File: config.mk
export PLATFORM = sky130hd
export DESIGN_NAME = axis_spi_master_cfg
export DESIGN_NICKNAME = d
export VERILOG_FILES = /design/src/rtl/axis_spi_master_cfg.sv
export SDC_FILE = /design/constraint.sdc
export NUM_CORES = 1
export LEC_CHECK = 0
export CAP_MARGIN = 15
export CORE_ASPECT_RATIO = 1.25
export CORE_MARGIN = 1
export CORE_UTILIZATION = 55
export CTS_BUF_LIST = sky130_fd_sc_hd__clkbuf_8
export CTS_CLUSTER_DIAMETER = 50
export DETAILED_ROUTE_END_ITERATION = 6
export PLACE_DENSITY = 0.83
export SYNTH_ARGS = -nofsm -noshare
export SYNTH_HDL_FRONTEND = slang
export SYNTH_SLANG_ARGS = --single-unit
File: constraint.sdc
create_clock -name clk_i -period 2.48 [get_ports clk_i]
set_input_delay 0.496 -clock clk_i [delete_from_list [all_inputs] [get_ports clk_i]]
set_output_delay 0.496 -clock clk_i [all_outputs]
set_load 0.05 [all_outputs]
File: src/rtl/axis_spi_master_cfg.sv
// AXI-Stream SPI master with per-frame CPOL/CPHA, bit order and SCLK divider.
// TX words from s_axis become SPI words; each received word goes out on m_axis.
module axis_spi_master_cfg #(
  parameter int DATA_WIDTH = 8,
  parameter int SLAVE_NUM  = 2,
  parameter int DIV_WIDTH  = 8,
  parameter int GAP_CYCLES = 16,
  parameter int SEL_W      = (SLAVE_NUM > 1) ? $clog2(SLAVE_NUM) : 1
) (
  input  logic                  clk_i,
  input  logic                  arst_i,
  input  logic                  cfg_cpol_i,
  input  logic                  cfg_cpha_i,
  input  logic                  cfg_lsb_first_i,
  input  logic [DIV_WIDTH-1:0]  cfg_div_i,
  input  logic                  s_axis_tvalid,
  output logic                  s_axis_tready,
  input  logic [DATA_WIDTH-1:0] s_axis_tdata,
  input  logic                  s_axis_tlast,
  input  logic [SEL_W-1:0]      s_axis_tuser,
  output logic                  m_axis_tvalid,
  input  logic                  m_axis_tready,
  output logic [DATA_WIDTH-1:0] m_axis_tdata,
  output logic                  m_axis_tlast,
  output logic                  spi_clk_o,
  output logic [SLAVE_NUM-1:0]  spi_cs_o,
  output logic                  spi_mosi_o,
  input  logic                  spi_miso_i,
  output logic                  busy_o
);

  localparam int EDGES = 2 * DATA_WIDTH;
  localparam int ECW   = $clog2(EDGES + 1);
  localparam int GCW   = (GAP_CYCLES > 1) ? $clog2(GAP_CYCLES) : 1;

  typedef enum logic [2:0] {StIdle, StSetup, StXfer, StNext, StHold, StGap} state_e;

  state_e                state_q, state_d;
  logic                  cpol_q, cpol_d, cpha_q, cpha_d, lsb_q, lsb_d;
  logic [DIV_WIDTH-1:0]  div_q, div_d, hp_q, hp_d;
  logic [ECW-1:0]        edge_q, edge_d;
  logic [GCW-1:0]        gap_q, gap_d;
  logic [DATA_WIDTH-1:0] tx_q, tx_d, rx_q, rx_d, md_q, md_d;
  logic                  last_q, last_d, ml_q, ml_d, mv_q, mv_d;
  logic                  sclk_q, sclk_d, mosi_q, mosi_d;
  logic [SLAVE_NUM-1:0]  cs_q, cs_d;

  logic hp_zero, s_hs, leading, ld_cpha, ld_lsb;

  function automatic logic first_bit(input logic [DATA_WIDTH-1:0] d, input logic lsb);
    return lsb ? d[0] : d[DATA_WIDTH-1];
  endfunction

  function automatic logic [DATA_WIDTH-1:0] shift_tx(input logic [DATA_WIDTH-1:0] d,
                                                     input logic lsb);
    return lsb ? (d >> 1) : (d << 1);
  endfunction

  // Accept a word only when the RX slot is empty or being drained this cycle.
  assign s_axis_tready = ~arst_i & ((state_q == StIdle) || (state_q == StNext)) &
                         (~mv_q | m_axis_tready);
  assign s_hs          = s_axis_tvalid & s_axis_tready;
  assign hp_zero       = (hp_q == '0);
  // Config used for the word being loaded: fresh in IDLE, latched in NEXT.
  assign ld_cpha       = (state_q == StIdle) ? cfg_cpha_i : cpha_q;
  assign ld_lsb        = (state_q == StIdle) ? cfg_lsb_first_i : lsb_q;

  assign m_axis_tvalid = mv_q;
  assign m_axis_tdata  = md_q;
  assign m_axis_tlast  = ml_q;
  assign spi_clk_o     = sclk_q;
  assign spi_cs_o      = cs_q;
  assign spi_mosi_o    = mosi_q;
  assign busy_o        = (state_q != StIdle);

  // Next-state logic for the frame sequencer and SPI shift datapath.
  always_comb begin
    state_d = state_q;
    cpol_d  = cpol_q;
    cpha_d  = cpha_q;
    lsb_d   = lsb_q;
    div_d   = div_q;
    hp_d    = hp_q;
    edge_d  = edge_q;
    gap_d   = gap_q;
    tx_d    = tx_q;
    rx_d    = rx_q;
    last_d  = last_q;
    md_d    = md_q;
    ml_d    = ml_q;
    mv_d    = mv_q;
    sclk_d  = sclk_q;
    mosi_d  = mosi_q;
    cs_d    = cs_q;
    leading = 1'b0;

    if (mv_q && m_axis_tready) mv_d = 1'b0;

    unique case (state_q)
      StIdle: begin
        sclk_d = cfg_cpol_i;
        if (s_hs) begin
          cpol_d  = cfg_cpol_i;
          cpha_d  = cfg_cpha_i;
          lsb_d   = cfg_lsb_first_i;
          div_d   = cfg_div_i;
          // Out-of-range slave index selects nothing; the transfer still runs.
          for (int i = 0; i < SLAVE_NUM; i++) cs_d[i] = (s_axis_tuser != SEL_W'(i));
          state_d = StSetup;
        end
      end
      StSetup: begin
        if (hp_zero) begin
          hp_d    = div_q;
          edge_d  = ECW'(EDGES);
          state_d = StXfer;
        end else begin
          hp_d = hp_q - DIV_WIDTH'(1);
        end
      end
      StXfer: begin
        if (edge_q == '0) begin
          // Completion cycle; the HOLD half-period keeps counting from the last edge.
          if (!hp_zero) hp_d = hp_q - DIV_WIDTH'(1);
          mv_d    = 1'b1;
          md_d    = rx_q;
          ml_d    = last_q;
          state_d = last_q ? StHold : StNext;
        end else if (hp_zero) begin
          hp_d    = div_q;
          edge_d  = edge_q - ECW'(1);
          sclk_d  = ~sclk_q;
          leading = ~edge_q[0];
          if (leading ^ cpha_q) begin
            rx_d = lsb_q ? {spi_miso_i, rx_q[DATA_WIDTH-1:1]}
                         : {rx_q[DATA_WIDTH-2:0], spi_miso_i};
          end
          if (cpha_q ? leading : (!leading && edge_q != ECW'(1))) begin
            mosi_d = first_bit(tx_q, lsb_q);
            tx_d   = shift_tx(tx_q, lsb_q);
          end
        end else begin
          hp_d = hp_q - DIV_WIDTH'(1);
        end
      end
      StNext: begin
        sclk_d = cpol_q;
        if (s_hs) begin
          edge_d  = ECW'(EDGES);
          state_d = StXfer;
        end
      end
      StHold: begin
        sclk_d = cpol_q;
        if (hp_zero) begin
          cs_d    = '1;
          gap_d   = GCW'(GAP_CYCLES - 1);
          state_d = StGap;
        end else begin
          hp_d = hp_q - DIV_WIDTH'(1);
        end
      end
      StGap: begin
        sclk_d = cpol_q;
        if (gap_q == '0) state_d = StIdle;
        else             gap_d   = gap_q - GCW'(1);
      end
      default: state_d = StIdle;
    endcase

    // Common word load on any TX handshake; CPHA=0 puts the first bit out now.
    if (s_hs) begin
      last_d = s_axis_tlast;
      hp_d   = (state_q == StIdle) ? cfg_div_i : div_q;
      if (ld_cpha) begin
        tx_d = s_axis_tdata;
      end else begin
        mosi_d = first_bit(s_axis_tdata, ld_lsb);
        tx_d   = shift_tx(s_axis_tdata, ld_lsb);
      end
    end
  end

  // State and datapath registers with asynchronous reset.
  always_ff @(posedge clk_i or posedge arst_i) begin
    if (arst_i) begin
      state_q <= StIdle;
      cpol_q  <= 1'b0;
      cpha_q  <= 1'b0;
      lsb_q   <= 1'b0;
      div_q   <= '0;
      hp_q    <= '0;
      edge_q  <= '0;
      gap_q   <= '0;
      tx_q    <= '0;
      rx_q    <= '0;
      last_q  <= 1'b0;
      md_q    <= '0;
      ml_q    <= 1'b0;
      mv_q    <= 1'b0;
      sclk_q  <= 1'b0;
      mosi_q  <= 1'b0;
      cs_q    <= '1;
    end else begin
      state_q <= state_d;
      cpol_q  <= cpol_d;
      cpha_q  <= cpha_d;
      lsb_q   <= lsb_d;
      div_q   <= div_d;
      hp_q    <= hp_d;
      edge_q  <= edge_d;
      gap_q   <= gap_d;
      tx_q    <= tx_d;
      rx_q    <= rx_d;
      last_q  <= last_d;
      md_q    <= md_d;
      ml_q    <= ml_d;
      mv_q    <= mv_d;
      sclk_q  <= sclk_d;
      mosi_q  <= mosi_d;
      cs_q    <= cs_d;
    end
  end

endmodule

==> results.py, run 1 <==
metrics = {
    "yosys": {
        "synth_top_family_by_area": "simple AND/OR/NAND/NOR gates",
        "netlist_top_cells_count": "nand2_1 (93), dfrtp_1 (60), o21ai_0 (31)",
        "ys_seq_area_share_pct": 42.1,
        "synth_flop_cell": "dfrtp_1",
        "synth_compound_area_share_pct": 18.9,
        "syn_area_um2": 3690,
        "synth_fa_ha_area_share_pct": 2.03,
        "yosys.area_share.xor_xnor_pct": 0.711,
        "synth_area_per_cell_um2": 9.05,
        "synthArstFlopShare_pct": 100,
        "synth_largest_area_cell": "dfrtp_1",
        "ys_ff_latch": 62,
        "yosys.cell_count.top_type": "nand2_1",
        "synth.distinct_cells": 65,
        "yosys.area_share.simple_pct": 22.3,
        "synth_area_leaders": "dfrtp_1 (41%), nand2_1 (9.5%), mux2i_1 (6.8%)",
        "synthCells": 408,
        "synth.area.mux_share_pct": 10.1,
        "yosys.area.top_type_share_pct": 40.7,
        "synth_nets": 440,
        "ys_warn_count": 0,
        "synth_edf_count": 0,
    },
    "place": {
        "pre_cts_ws_ns": 0.111,
        "portBuffers": 41,
        "gp_congestion": 0.926,
        "dp_hpwl_um": 6330,
    },
    "pwr": {
        "peakVddDrop_mv": 0.701,
        "power.density_nw_per_um2": 1140,
        "power_mw": 5.17,
        "total_leakage_power_nw": 2.01,
    },
    "floorplan": {
        "start_util_pct": 56.6,
        "dieHeight_um": 93.6,
        "die_area_um2": 7050,
        "rows": 33,
        "ios": 42,
        "core_um2": 6520,
        "die_x_um": 75.3,
    },
    "timing": {
        "rsz0062_at_grt": "false",
        "fmax_mhz": 436,
        "finalSetupViolCount": 0,
        "worst_pin_slew_ns": 0.670,
        "holdWs_ns": 0.389,
        "finalSetupTns_ns": 0,
        "clock_skew_ns": 0.00787,
        "drv_slew": 0,
        "hold_viol": 0,
        "fin_crit_sh_pct": 92.4,
        "min_period_ns": 2.29,
        "timing.final.ws_setup_ns": 0.187,
        "slew_headroom_pct": 55.3,
    },
    "setup_path": {
        "cpLargestDelayFamily": "flip-flops",
        "critPathKind": "register to primary output",
        "crit_buf_inv": 1,
        "path_depth": 3,
        "max_stage_delay_ns": 0.77,
        "start_kind": "register",
        "crit_path_end_kind": "primary output",
        "cp.arrival_ns": 1.80,
        "crit_required_ns": 1.98,
        "critPathMaxFanout": 18,
        "crit_chain": "xnor2_2 -> and3_1 -> buf_12",
        "reg2reg_depth": 6,
        "slowest_stage": "dfrtp_1",
    },
    "routing": {
        "dr.pass1.iters": 5,
        "wl_per_cell_um": 16.2,
        "ant_nets": 0,
        "drc_errors": 0,
        "num_vias": 3399,
        "routed_wl_um": 9070,
        "drtIter0Drc": 255,
        "viasPerCell": 6.08,
    },
    "global_route": {
        "first_global_vias": 3284,
        "grtUsageTotal_pct": 28.3,
        "grt_start_max_net_pins": 32,
        "grt_pass1_wl_um": 15100,
        "antenna_found_initial": 0,
        "grt_overflow_total": 0,
    },
    "clock_network": {
        "clk_pin_slew_ns": 0.06,
        "cts_sinks": 62,
        "postCtsHoldBufs": 0,
        "clock_latency_ns": 0.35,
        "h-tree-depth": 3,
        "root_buffer": "clkbuf_8",
        "cts_buffers": 9,
        "cts_tree": "done",
        "clk_path_buf_depth": 2,
    },
    "final_layout": {
        "utilization_pct": 69.7,
        "num-fill-cells": 546,
        "num-nets-final": 499,
        "drive_gt1_share_pct": 14.8,
        "multiInputGateArea_um2": 2000,
        "regArea_um2": 1550,
        "num_antenna_cells": 0,
        "areaGrowthSynthToFinish_pct": 23.1,
    },
    "run": {
        "cap_violations": 0,
    },
    "worst_hold_path": {
        "hold_path_class": "primary input to async pin",
    },
    "status": {
        "status": "completed",
    },
}
==> where the power goes <==
part / switching, mW / internal (mW) / total (mW)
combinational: 1.39 / 1.10 / 2.49
sequential: 0.389 / 1.38 / 1.77
clock: 0.399 / 0.510 / 0.909
==> metrics by stage <==
stage          cells  cell area [um2]
2_1_floorplan    408             3690
3_3_place_gp     542             4330
3_5_place_dp     542             4330
4_1_cts          558             4530
5_1_grt          559             4550
6_report         559             4550
==> registers in the layout (all words and copies together) (netlist names), 2 cells and up <==
register      flops
state_q           3
m_axis_tdata      8
spi_cs_o          2
tx_q              8
edge_q            5
div_q             8
hp_q              8
gap_q             4
rx_q              8
==> logic make-up after synthesis <==
group / after synthesis
and+or+nand+nor: 169
muxes: 36
buffers and inverters: 32
adders and majority gates: 6
AOI/OAI and AO/OA: 100
xor gates and xnor gates: 3
DFF: 62
==> routing by layer <==
| metal | global-route usage [%] | share of wire (%) |
|---|---|---|
| met4 | 16.5 | 2.8 |
| met2 | 45.0 | 49 |
| met5 | 0 | 0 |
| met3 | 4.53 | 5.1 |
| met1 | 35.7 | 43 |
==> final timing paths <==
kind / from / end / slack (ns)
max in group asynchronous: arst_i / spi_cs_o[0] / 1.50
worst max register to register: edge_q[0] / state_q[2] / 0.24
worst min-delay path: arst_i / div_q[0] / 0.39
worst max-delay path: state_q[1] / s_axis_tready / 0.19
min in group clk_i: div_q[5] / div_q[5] / 0.46
worst min register to register: div_q[5] / div_q[5] / 0.46
==> area by class of cell <==
cell class	count	share of cell area, %
Clock inverter	5	1.10
Inverter	12	0.991
Clock buffer	11	3.33
Timing Repair Buffer	68	13.9
Tap cell	87	2.39
Sequential cell	62	34.2
Multi-Input combinational cell	314	44.1
==> what timing repair did <==
action	CTS	global route
setup buffers	0	1
gates resized for setup	0	1
endpoints found under the setup margin	0	8
==> worst reg2reg max path: stages (launching register included) <==
cell	delay (ns)
dfrtp_1	0.38
inv_1	0.11
ha_1	0.18
or4b_1	0.69
a221oi_2	0.41
o21ai_0	0.14
a32o_1	0.22
==> placed cells by master, fill, tap and decap left out, types with 9 or more instances in the layout <==
| cell | n |
|---|---|
| buf_4 | 27 |
| mux2_2 | 11 |
| mux2i_1 | 25 |
| clkdlybuf4s50_1 | 39 |
| clkbuf_8 | 11 |
| o21ai_0 | 31 |
| nor2_1 | 14 |
| nand2_1 | 93 |
| nand3_1 | 14 |
| inv_1 | 12 |
| a211oi_1 | 10 |
| o221ai_1 | 9 |
| a21oi_1 | 13 |
| nor3_1 | 12 |
| dfrtp_1 | 60 |
Note: power is estimated with default switching activity, not from simulation.
==> run 2, diff against run 1 <==
--- a/config.mk
+++ b/config.mk
@@ -12,6 +12,7 @@
 export CTS_BUF_LIST = sky130_fd_sc_hd__clkbuf_8
 export CTS_CLUSTER_DIAMETER = 50
 export DETAILED_ROUTE_END_ITERATION = 6
+export MAX_ROUTING_LAYER = met4
 export PLACE_DENSITY = 0.83
 export SYNTH_ARGS = -nofsm -noshare
 export SYNTH_HDL_FRONTEND = slang
==> run 2 against run 1 <==
Against the previous run: critical path depth unchanged; sequential power hardly changed; global-route usage increased by 0.76 points; largest cell class unchanged; worst hold slack improved by 0.0028 ns; highest routed layer unchanged; die area stayed put; wire length is essentially flat.
==> results.py, run 2 (synthesis results as in run 1) <==
metrics = {
    "final_layout": {
        "mostFrequentLayoutCell": "nand2_1",
        "num_antenna_cells": 0,
        "utilization_pct": 69.7,
        "num-nets-final": 499,
        "drive_gt1_share_pct": 14.8,
        "areaGrowthSynthToFinish_pct": 23.1,
        "layout_common_cells": "nand2_1 (93), dfrtp_1 (60), clkdlybuf4s50_1 (39)",
    },
    "routing": {
        "dr.pass1.iters": 5,
        "drtIter0Drc": 260,
        "routed_wl_um": 9080,
        "wl_per_cell_um": 16.2,
        "ant_nets": 0,
        "viasPerCell": 6.08,
        "drc_errors": 0,
        "num_vias": 3397,
    },
    "timing": {
        "fin_crit_sh_pct": 92.4,
        "clock_skew_ns": 0.0102,
        "slew_headroom_pct": 55.1,
        "worst_pin_slew_ns": 0.674,
        "finalSetupViolCount": 0,
        "timing.final.ws_setup_ns": 0.190,
        "finalSetupTns_ns": 0,
        "drv_slew": 0,
        "hold_viol": 0,
        "rsz0062_at_grt": "false",
        "holdWs_ns": 0.392,
        "fmax_mhz": 437,
        "min_period_ns": 2.29,
    },
    "floorplan": {
        "dieHeight_um": 93.6,
        "start_util_pct": 56.6,
        "die_area_um2": 7050,
        "core_um2": 6520,
        "die_x_um": 75.3,
        "rows": 33,
        "ios": 42,
    },
    "setup_path": {
        "crit_buf_inv": 1,
        "crit_required_ns": 1.98,
        "start_kind": "register",
        "max_stage_delay_ns": 0.77,
        "cp.arrival_ns": 1.79,
        "crit_chain": "xnor2_2 -> and3_1 -> buf_12",
        "critPathMaxFanout": 18,
        "crit_path_end_kind": "primary output",
        "critPathKind": "register to primary output",
        "slowest_stage": "dfrtp_1",
        "cpLargestDelayFamily": "flip-flops",
    },
    "place": {
        "pre_cts_ws_ns": 0.111,
        "portBuffers": 41,
        "gp_congestion": 0.943,
        "dp_hpwl_um": 6330,
    },
    "run": {
        "cap_violations": 0,
    },
    "global_route": {
        "grt_pass1_wl_um": 15100,
        "antenna_found_initial": 0,
        "grt_start_max_net_pins": 32,
        "grtUsageTotal_pct": 29.1,
        "first_global_vias": 3277,
        "grt_overflow_total": 0,
    },
    "clock_network": {
        "cts_sinks": 62,
        "root_buffer": "clkbuf_8",
        "postCtsHoldBufs": 0,
        "h-tree-depth": 3,
        "clk_path_buf_depth": 2,
        "cts_buffers": 9,
        "clock_latency_ns": 0.35,
        "cts_tree": "done",
        "clk_pin_slew_ns": 0.07,
    },
    "pwr": {
        "peakVddDrop_mv": 0.702,
        "power.density_nw_per_um2": 1140,
        "total_leakage_power_nw": 2.01,
    },
    "worst_hold_path": {
        "hold_path_class": "primary input to async pin",
    },
    "status": {
        "status": "completed",
    },
}
-- run 2: cell counts in the layout (fill, tap and decap cells not counted) --
No cell type changed its count.
-- run 2: layout make-up --
| class | count | area (um2) |
|---|---|---|
| clock buffer | 11 | 151 |
| clock inverter | 5 | 50.0 |
| fill | 546 | 1980 |
| inverter | 12 | 45.0 |
| multi-input combinational | 314 | 2000 |
| sequential | 62 | 1550 |
| tap | 87 | 109 |
| timing repair buffer | 68 | 633 |
-- run 2: layer usage --
metal / routed length, um / global-route usage [%] / vias to the layer above
met5: 0 / - / -
met2: 4420 / 44.8 / 128
met3: 455 / 4.31 / 24
li1: - / - / 1611
met1: 3930 / 36.1 / 1634
met4: 265 / 16.5 / 0
-- run 2: through the flow --
| stage | power, mW | area (um2) | std cells |
|---|---|---|---|
| detailed placement | 4.21 | 4330 | 542 |
| global route | 5.51 | 4550 | 559 |
| CTS | 5.14 | 4530 | 558 |
| finish | 5.17 | 4550 | 559 |
| global placement | 4.12 | 4330 | 542 |
| floorplan | 3.47 | 3690 | 408 |
-- run 2: final timing paths --
kind	from	endpoint	slack (ns)	cells after the start
max in group asynchronous	arst_i	spi_cs_o[0]	1.50	3
max reg2reg	edge_q[0]	spi_mosi_o	0.24	7
min	arst_i	div_q[0]	0.39	2
min in group clk_i	div_q[5]	div_q[5]	0.46	2
max	state_q[1]	s_axis_tready	0.19	3
min reg2reg	div_q[5]	div_q[5]	0.46	2
-- run 2: report_power, final --
| part | switching, mW | internal (mW) | leakage, nW | total (mW) |
|---|---|---|---|---|
| clock network | 0.399 | 0.510 | 0.108 | 0.909 |
| logic | 1.40 | 1.10 | 1.14 | 2.50 |
| registers | 0.388 | 1.38 | 0.768 | 1.77 |
| total | 2.19 | 2.99 | 2.01 | 5.17 |
-- run 2: repair_timing --
action | 4_1_cts | 5_1_grt
resized for setup | 0 | 1
setup buffers | 0 | 1
hold endpoints to repair | 0 | 0
setup endpoints to repair | 0 | 8
